## src/rtl/matmul_apb_master_if.sv

```systemverilog
// matmul_apb_master_if: command/response channels plus APB bus of the matmul APB initiator.
// Signals:
//   cmd_valid/cmd_ready/cmd_write/cmd_addr/cmd_wdata : single read/write command channel
//   rsp_valid/rsp_ready/rsp_rdata/rsp_err/rsp_timeout : response channel
//   psel/penable/pwrite/paddr/pwdata/prdata/pready/pslverr : APB requester bus
// Modports: master = the initiator (matmul_apb_master), slave = command source plus APB completer.
interface matmul_apb_master_if #(
    parameter int ADDR_WIDTH = 16,
    parameter int BUS_WIDTH  = 64
);
    logic                  cmd_valid;
    logic                  cmd_ready;
    logic                  cmd_write;
    logic [ADDR_WIDTH-1:0] cmd_addr;
    logic [BUS_WIDTH-1:0]  cmd_wdata;
    logic                  rsp_valid;
    logic                  rsp_ready;
    logic [BUS_WIDTH-1:0]  rsp_rdata;
    logic                  rsp_err;
    logic                  rsp_timeout;
    logic                  psel;
    logic                  penable;
    logic                  pwrite;
    logic [ADDR_WIDTH-1:0] paddr;
    logic [BUS_WIDTH-1:0]  pwdata;
    logic [BUS_WIDTH-1:0]  prdata;
    logic                  pready;
    logic                  pslverr;

    modport master (
        input  cmd_valid, cmd_write, cmd_addr, cmd_wdata, rsp_ready, prdata, pready, pslverr,
        output cmd_ready, rsp_valid, rsp_rdata, rsp_err, rsp_timeout, psel, penable, pwrite, paddr, pwdata
    );

    modport slave (
        output cmd_valid, cmd_write, cmd_addr, cmd_wdata, rsp_ready, prdata, pready, pslverr,
        input  cmd_ready, rsp_valid, rsp_rdata, rsp_err, rsp_timeout, psel, penable, pwrite, paddr, pwdata
    );
endinterface

```

## src/rtl/matmul_apb_master.sv

```systemverilog
// matmul_apb_master: APB initiator turning single valid/ready commands into APB SETUP/ACCESS transfers.
// Ports:
//   clk : system clock, rising edge
//   rst : asynchronous active-low reset
//   bus : matmul_apb_master_if.master (command channel, response channel, APB requester bus)
// Optional: define MATMUL_APB_TIMEOUT_EN to end an ACCESS phase after TIMEOUT_CYCLES wait cycles
// with rsp_err = rsp_timeout = 1; otherwise ACCESS waits indefinitely and rsp_timeout is 0.
module matmul_apb_master #(
    parameter int DATA_WIDTH     = 16,
    parameter int BUS_WIDTH      = 64,
    parameter int ADDR_WIDTH     = 16,
    parameter int TIMEOUT_CYCLES = 256
) (
    input  logic                  clk,
    input  logic                  rst,
    matmul_apb_master_if.master   bus
);
    localparam logic [1:0] IDLE   = 2'd0;
    localparam logic [1:0] SETUP  = 2'd1;
    localparam logic [1:0] ACCESS = 2'd2;
    localparam logic [1:0] RESP   = 2'd3;

    // A bus narrower than one element or a zero timeout is a configuration error.
    if (BUS_WIDTH < DATA_WIDTH || TIMEOUT_CYCLES < 1) begin : g_bad_cfg
        $error("matmul_apb_master: invalid BUS_WIDTH/DATA_WIDTH/TIMEOUT_CYCLES");
    end

    logic [1:0]            state;
    logic                  pwrite_q;
    logic [ADDR_WIDTH-1:0] paddr_q;
    logic [BUS_WIDTH-1:0]  pwdata_q;
    logic [BUS_WIDTH-1:0]  rdata_q;
    logic                  err_q;
    logic                  done;
    logic                  expire;

    // pslverr alone also ends the transfer so a stuck-low pready cannot hang an errored access.
    assign done = (state == ACCESS) && (bus.pready || bus.pslverr);

    always_ff @(posedge clk or negedge rst) begin
        if (!rst) begin
            state    <= IDLE;
            pwrite_q <= 1'b0;
            paddr_q  <= '0;
            pwdata_q <= '0;
            rdata_q  <= '0;
            err_q    <= 1'b0;
        end else begin
            case (state)
                IDLE: if (bus.cmd_valid) begin
                    state    <= SETUP;
                    pwrite_q <= bus.cmd_write;
                    paddr_q  <= bus.cmd_addr;
                    pwdata_q <= bus.cmd_wdata;
                end
                SETUP: state <= ACCESS;
                ACCESS: if (done || expire) begin
                    state   <= RESP;
                    err_q   <= bus.pslverr || expire;
                    rdata_q <= (done && !pwrite_q && !bus.pslverr) ? bus.prdata : '0;
                end
                default: if (bus.rsp_ready) state <= IDLE;
            endcase
        end
    end

`ifdef MATMUL_APB_TIMEOUT_EN
    localparam int CW = $clog2(TIMEOUT_CYCLES + 1);
    localparam logic [CW-1:0] T_LAST = CW'(TIMEOUT_CYCLES - 1);

    logic [CW-1:0] cnt;
    logic          tmo_q;

    // Expiry fires in the ACCESS cycle that would bring the wait count to TIMEOUT_CYCLES;
    // a completion in that same cycle takes priority.
    assign expire = (state == ACCESS) && !done && (cnt == T_LAST);

    always_ff @(posedge clk or negedge rst) begin
        if (!rst) begin
            cnt   <= '0;
            tmo_q <= 1'b0;
        end else begin
            if (state == IDLE && bus.cmd_valid)
                cnt <= '0;
            else if (state == ACCESS && !done)
                cnt <= cnt + 1'b1;
            if (done || expire)
                tmo_q <= expire;
        end
    end

    assign bus.rsp_timeout = tmo_q;
`else
    assign expire          = 1'b0;
    assign bus.rsp_timeout = 1'b0;
`endif

    // cmd_ready is gated by rst so it reads 0 while reset is held.
    assign bus.cmd_ready = (state == IDLE) && rst;
    assign bus.psel      = (state == SETUP) || (state == ACCESS);
    assign bus.penable   = (state == ACCESS);
    assign bus.rsp_valid = (state == RESP);
    assign bus.pwrite    = pwrite_q;
    assign bus.paddr     = paddr_q;
    assign bus.pwdata    = pwdata_q;
    assign bus.rsp_rdata = rdata_q;
    assign bus.rsp_err   = err_q;
endmodule
```

## src/flat_wrapper.sv

```systemverilog
// flat-port wrapper written by rule: the top's interface ports become plain ports
module matmul_apb_master_flat 
#(
    parameter int DATA_WIDTH     = 16,
    parameter int BUS_WIDTH      = 64,
    parameter int ADDR_WIDTH     = 16,
    parameter int TIMEOUT_CYCLES = 256
)
  (clk, rst, bus_cmd_valid, bus_cmd_write, bus_cmd_addr, bus_cmd_wdata, bus_rsp_ready, bus_prdata, bus_pready, bus_pslverr, bus_cmd_ready, bus_rsp_valid, bus_rsp_rdata, bus_rsp_err, bus_rsp_timeout, bus_psel, bus_penable, bus_pwrite, bus_paddr, bus_pwdata);
  matmul_apb_master_if #(.ADDR_WIDTH(ADDR_WIDTH), .BUS_WIDTH(BUS_WIDTH)) bus_i ();
  input  logic clk;
  input  logic rst;
  input wire logic [$bits(bus_i.cmd_valid)-1:0] bus_cmd_valid;
  input wire logic [$bits(bus_i.cmd_write)-1:0] bus_cmd_write;
  input wire logic [$bits(bus_i.cmd_addr)-1:0] bus_cmd_addr;
  input wire logic [$bits(bus_i.cmd_wdata)-1:0] bus_cmd_wdata;
  input wire logic [$bits(bus_i.rsp_ready)-1:0] bus_rsp_ready;
  input wire logic [$bits(bus_i.prdata)-1:0] bus_prdata;
  input wire logic [$bits(bus_i.pready)-1:0] bus_pready;
  input wire logic [$bits(bus_i.pslverr)-1:0] bus_pslverr;
  output wire logic [$bits(bus_i.cmd_ready)-1:0] bus_cmd_ready;
  output wire logic [$bits(bus_i.rsp_valid)-1:0] bus_rsp_valid;
  output wire logic [$bits(bus_i.rsp_rdata)-1:0] bus_rsp_rdata;
  output wire logic [$bits(bus_i.rsp_err)-1:0] bus_rsp_err;
  output wire logic [$bits(bus_i.rsp_timeout)-1:0] bus_rsp_timeout;
  output wire logic [$bits(bus_i.psel)-1:0] bus_psel;
  output wire logic [$bits(bus_i.penable)-1:0] bus_penable;
  output wire logic [$bits(bus_i.pwrite)-1:0] bus_pwrite;
  output wire logic [$bits(bus_i.paddr)-1:0] bus_paddr;
  output wire logic [$bits(bus_i.pwdata)-1:0] bus_pwdata;
  assign bus_i.cmd_valid = bus_cmd_valid;
  assign bus_i.cmd_write = bus_cmd_write;
  assign bus_i.cmd_addr = bus_cmd_addr;
  assign bus_i.cmd_wdata = bus_cmd_wdata;
  assign bus_i.rsp_ready = bus_rsp_ready;
  assign bus_i.prdata = bus_prdata;
  assign bus_i.pready = bus_pready;
  assign bus_i.pslverr = bus_pslverr;
  assign bus_cmd_ready = bus_i.cmd_ready;
  assign bus_rsp_valid = bus_i.rsp_valid;
  assign bus_rsp_rdata = bus_i.rsp_rdata;
  assign bus_rsp_err = bus_i.rsp_err;
  assign bus_rsp_timeout = bus_i.rsp_timeout;
  assign bus_psel = bus_i.psel;
  assign bus_penable = bus_i.penable;
  assign bus_pwrite = bus_i.pwrite;
  assign bus_paddr = bus_i.paddr;
  assign bus_pwdata = bus_i.pwdata;
  matmul_apb_master #(.DATA_WIDTH(DATA_WIDTH), .BUS_WIDTH(BUS_WIDTH), .ADDR_WIDTH(ADDR_WIDTH), .TIMEOUT_CYCLES(TIMEOUT_CYCLES)) u_core (.clk(clk), .rst(rst), .bus(bus_i));
endmodule
```

## config.mk

```make
export PLATFORM = sky130hd
export DESIGN_NAME = matmul_apb_master_flat
export DESIGN_NICKNAME = d
export VERILOG_FILES = /design/src/rtl/matmul_apb_master_if.sv /design/src/rtl/matmul_apb_master.sv /design/src/flat_wrapper.sv
export SDC_FILE = /design/constraint.sdc
export NUM_CORES = 1
export LEC_CHECK = 0
export CORE_MARGIN = 2
export CORE_UTILIZATION = 42
export DETAILED_ROUTE_END_ITERATION = 16
export GPL_TIMING_DRIVEN = 0
export PLACE_DENSITY_LB_ADDON = 0.25
export RECOVER_POWER = 100
export SYNTH_ARGS = -nofsm -noshare
export SYNTH_HDL_FRONTEND = slang
export SYNTH_SLANG_ARGS = --single-unit
export TNS_END_PERCENT = 5
```

## constraint.sdc

```tcl
create_clock -name clk -period 4.8 [get_ports clk]
set_input_delay 0.72 -clock clk [delete_from_list [all_inputs] [get_ports clk]]
set_output_delay 0.72 -clock clk [all_outputs]
set_load 0.02 [all_outputs]
```

==> metrics.md <==
| Metric | Value |
|---|---|
| R2R setup slack | approximately 2.6 ns |
| Global Route met3 Usage | 0.0690 |
| Post-route cell area | 9260 µm² |
| Ports | between 300 and 400 |
| Initial Util | 0.435 |
| Post-Syn Area | approximately 5500 µm² |
| DRC Markers | 0 |
| Startpoint types | input pin |
| Gr ovfl total | 0 |
| Reg clk slew, reported paths | 0.05 ns |
| Largest net degree at the start of global routing | 82 |
| Fin. max-slew vios | 82 |
| Post-CTS setup buffer count | 0 |
| Status | finished with violations |
| Full die area | 14,100 µm² |
| Die Wd | approximately 120 µm |
| Antenna-violating nets left | 0 |
| GR Layer Usage met2 | 0.394 |
| Reg area | 3700 µm² |
| Tcrit/Tclk final | 0.588 |
| Ys flop type | dfrtp_1 |
| Final GP Congestion | 0.841 |
| Synthesis Warnings | 0 |
| Reg2reg start | u_core.state[0] |
| Syn Nets | 495 |
| H-tree Lvls | 4 |
| CTS Hold Bufs | 0 |
| Largest area contributor in the synthesized netlist | dfrtp_1 |
| RSZ-0062 raised after global routing | false |
| Multi-input logic area | around 1600 µm² |
| Worst slew margin | -0.299 |
| Slew @ Worst Pin | 1.95 ns |
| Clock Latency Late Sink | between 0.4 and 0.5 ns |
| Synth unique cells | 19 |
| Data arrival, critical path | 2.10 ns |
| Yosys top cell area share | 0.670 |
| Pwr dens | approximately 680 nW/µm² |
| Mean Syn Cell Area | 16.3 µm² |
| Clk sink count | 148 |
| Most frequent cells in the layout | dlygate4sd3_1, clkdlybuf4s50_1, dfrtp_1, mux2_2, a22o_1 |
| Final #Nets | between 800 and 900 |
| Sequential share of the synthesized area | 0.670 |
| Post-DP Area | 8780 µm² |
| Die height | 119 µm |
| Layout Skew | 0.00781 ns |
| CTS Buffer Depth | 2 |
| Number of vias per cell | about 5.0 |
| Synth top area cells | dfrtp_1, mux2_2, a22o_1 |
| Worst Path Required | 4.08 ns |
| Critical path peak fanout | 69 |
| Worst min path class | input pin to async pin |
| Site Rows | 41 |
| #FFs+latches synth | 148 |
| Port Buffers | 300 |
| Vias in the first global route | approximately 4,600 |
| Drt initial violations | 223 |
| Area of the core | between 10,000 and 15,000 µm² |
| Final Hold Viols | 0 |
| VDD IR-drop max | 0.352 mV |
| Met1 Use GR | 0.253 |
| Layout cells sized above 1 | 0.172 |
| Asr flop ratio synth | 1.00 |
| GRT busiest layer | met2 |
| Final setup viols | 0 |
| WHS | roughly 0.29 ns |
| Initial antenna violation count | 1 |
| Worst R2R End | u_core.bus.rsp_rdata[11] |
| First-pass GRT wire length | ~25,000 µm |
| Tmin final | 2.82 ns |
| Post-synth EDFFs | 0 |
| Setup CP Type | input pin to primary output |
| Fmax | 355 MHz |
| Synthesized instance count | 339 |
| Critical Path End Type | primary output |
| Most common library cell in the layout ignoring fill and taps | dlygate4sd3_1 |
| Post-CTS Resized | 0 |
| GRT Total Usage | 0.228 |
| CTS tree | done |
| Fill count | 870 |
| Root buffer cell | clkbuf_16 |
| TNS Setup | 0 ns |
| Reg2reg path depth | 6 |
| Core Util, Final | 0.728 |
| TritonRoute pass-1 iters | 5 |
| Num CTS Buffers | 17 |
| Failing checks | max-capacitance violations, max-slew violations |
| MaxCap Viol Count | 1 |
| Avg WL per Cell | 18.7 µm |
| Total number of vias | ~4,200 |
| Final wirelength | 15,700 µm |
| P&R area growth vs syn | 67.4% |
| Leakage | between 4 and 5 nW |
| HPWL after DPL | 11,900 µm |
-- metrics by stage --
step           setup WS (ns)  power [W]  instances
2_1_floorplan           3.10    0.00373        339
3_3_place_gp           -2.89    0.00527        811
3_5_place_dp            1.99    0.00537        812
4_1_cts                 1.97    0.00665        841
5_1_grt                 1.70    0.00661        842
6_report                1.98    0.00630        842
-- final cells by class --
cell class | count | area share
Antenna cell | 1 | 0.000270
Buffer | 23 | 0.0150
Clock buffer | 24 | 0.0509
Clock inverter | 5 | 0.00838
Inverter | 3 | 0.00122
Multi-Input combinational cell | 165 | 0.176
Sequential cell | 148 | 0.400
Tap cell | 172 | 0.0232
Timing Repair Buffer | 301 | 0.325
-- critical path, stage by stage --
cell	delay (ns)
buf_6	0.45
and2_1	0.21
dlygate4sd3_1	0.70
-- worst max path at each step --
stage,depth (start not counted),startpoint,end
2_1_floorplan,5,u_core.state[0],u_core.state[1]
3_3_place_gp,3,rst,bus_cmd_ready
3_5_place_dp,3,rst,bus_cmd_ready
4_1_cts,3,rst,bus_cmd_ready
5_1_grt,2,rst,u_core.bus.paddr[13]
6_report,3,rst,bus_cmd_ready
-- cell usage after synthesis, drive strengths merged, types with 2 or more instances --
cell and n:
a22o 65, mux2 82, nor2 2, dfrtp 148, inv 3, buf 22, ha 5, nand2 4
-- cell families after synthesis --
kind of cell    count (synthesis)  share of synthesized area
fa+ha+maj                       5                     0.0113
flops                         148                      0.670
simple gates                    9                    0.00860
compound gates                 68                      0.107
buf+inv                        26                     0.0357
mux                            82                      0.167
other cells                     1                   0.000678
-- sequential cells by signal (all words and copies together) (netlist names) --
signal                count
u_core.bus.paddr         16
u_core.state              2
u_core.bus.rsp_rdata     64
u_core.bus.rsp_err        1
u_core.bus.pwdata        64
u_core.bus.pwrite         1
-- routing by layer --
layer,up-vias,wire (µm),part of all wire
li1,1889,-,-
met1,2097,5920,0.38
met2,185,8210,0.52
met3,38,1010,0.064
met4,0,575,0.037
met5,-,0,0
-- power breakdown --
part           total (W)  internal (W)  switching [W]  leakage (nW)
sequential       0.00212       0.00184       0.000287          1.86
combinational    0.00293       0.00144        0.00149          2.11
clock            0.00125      0.000782       0.000466         0.266
total            0.00630       0.00405        0.00225          4.24
(Power assumes the default switching activity.)
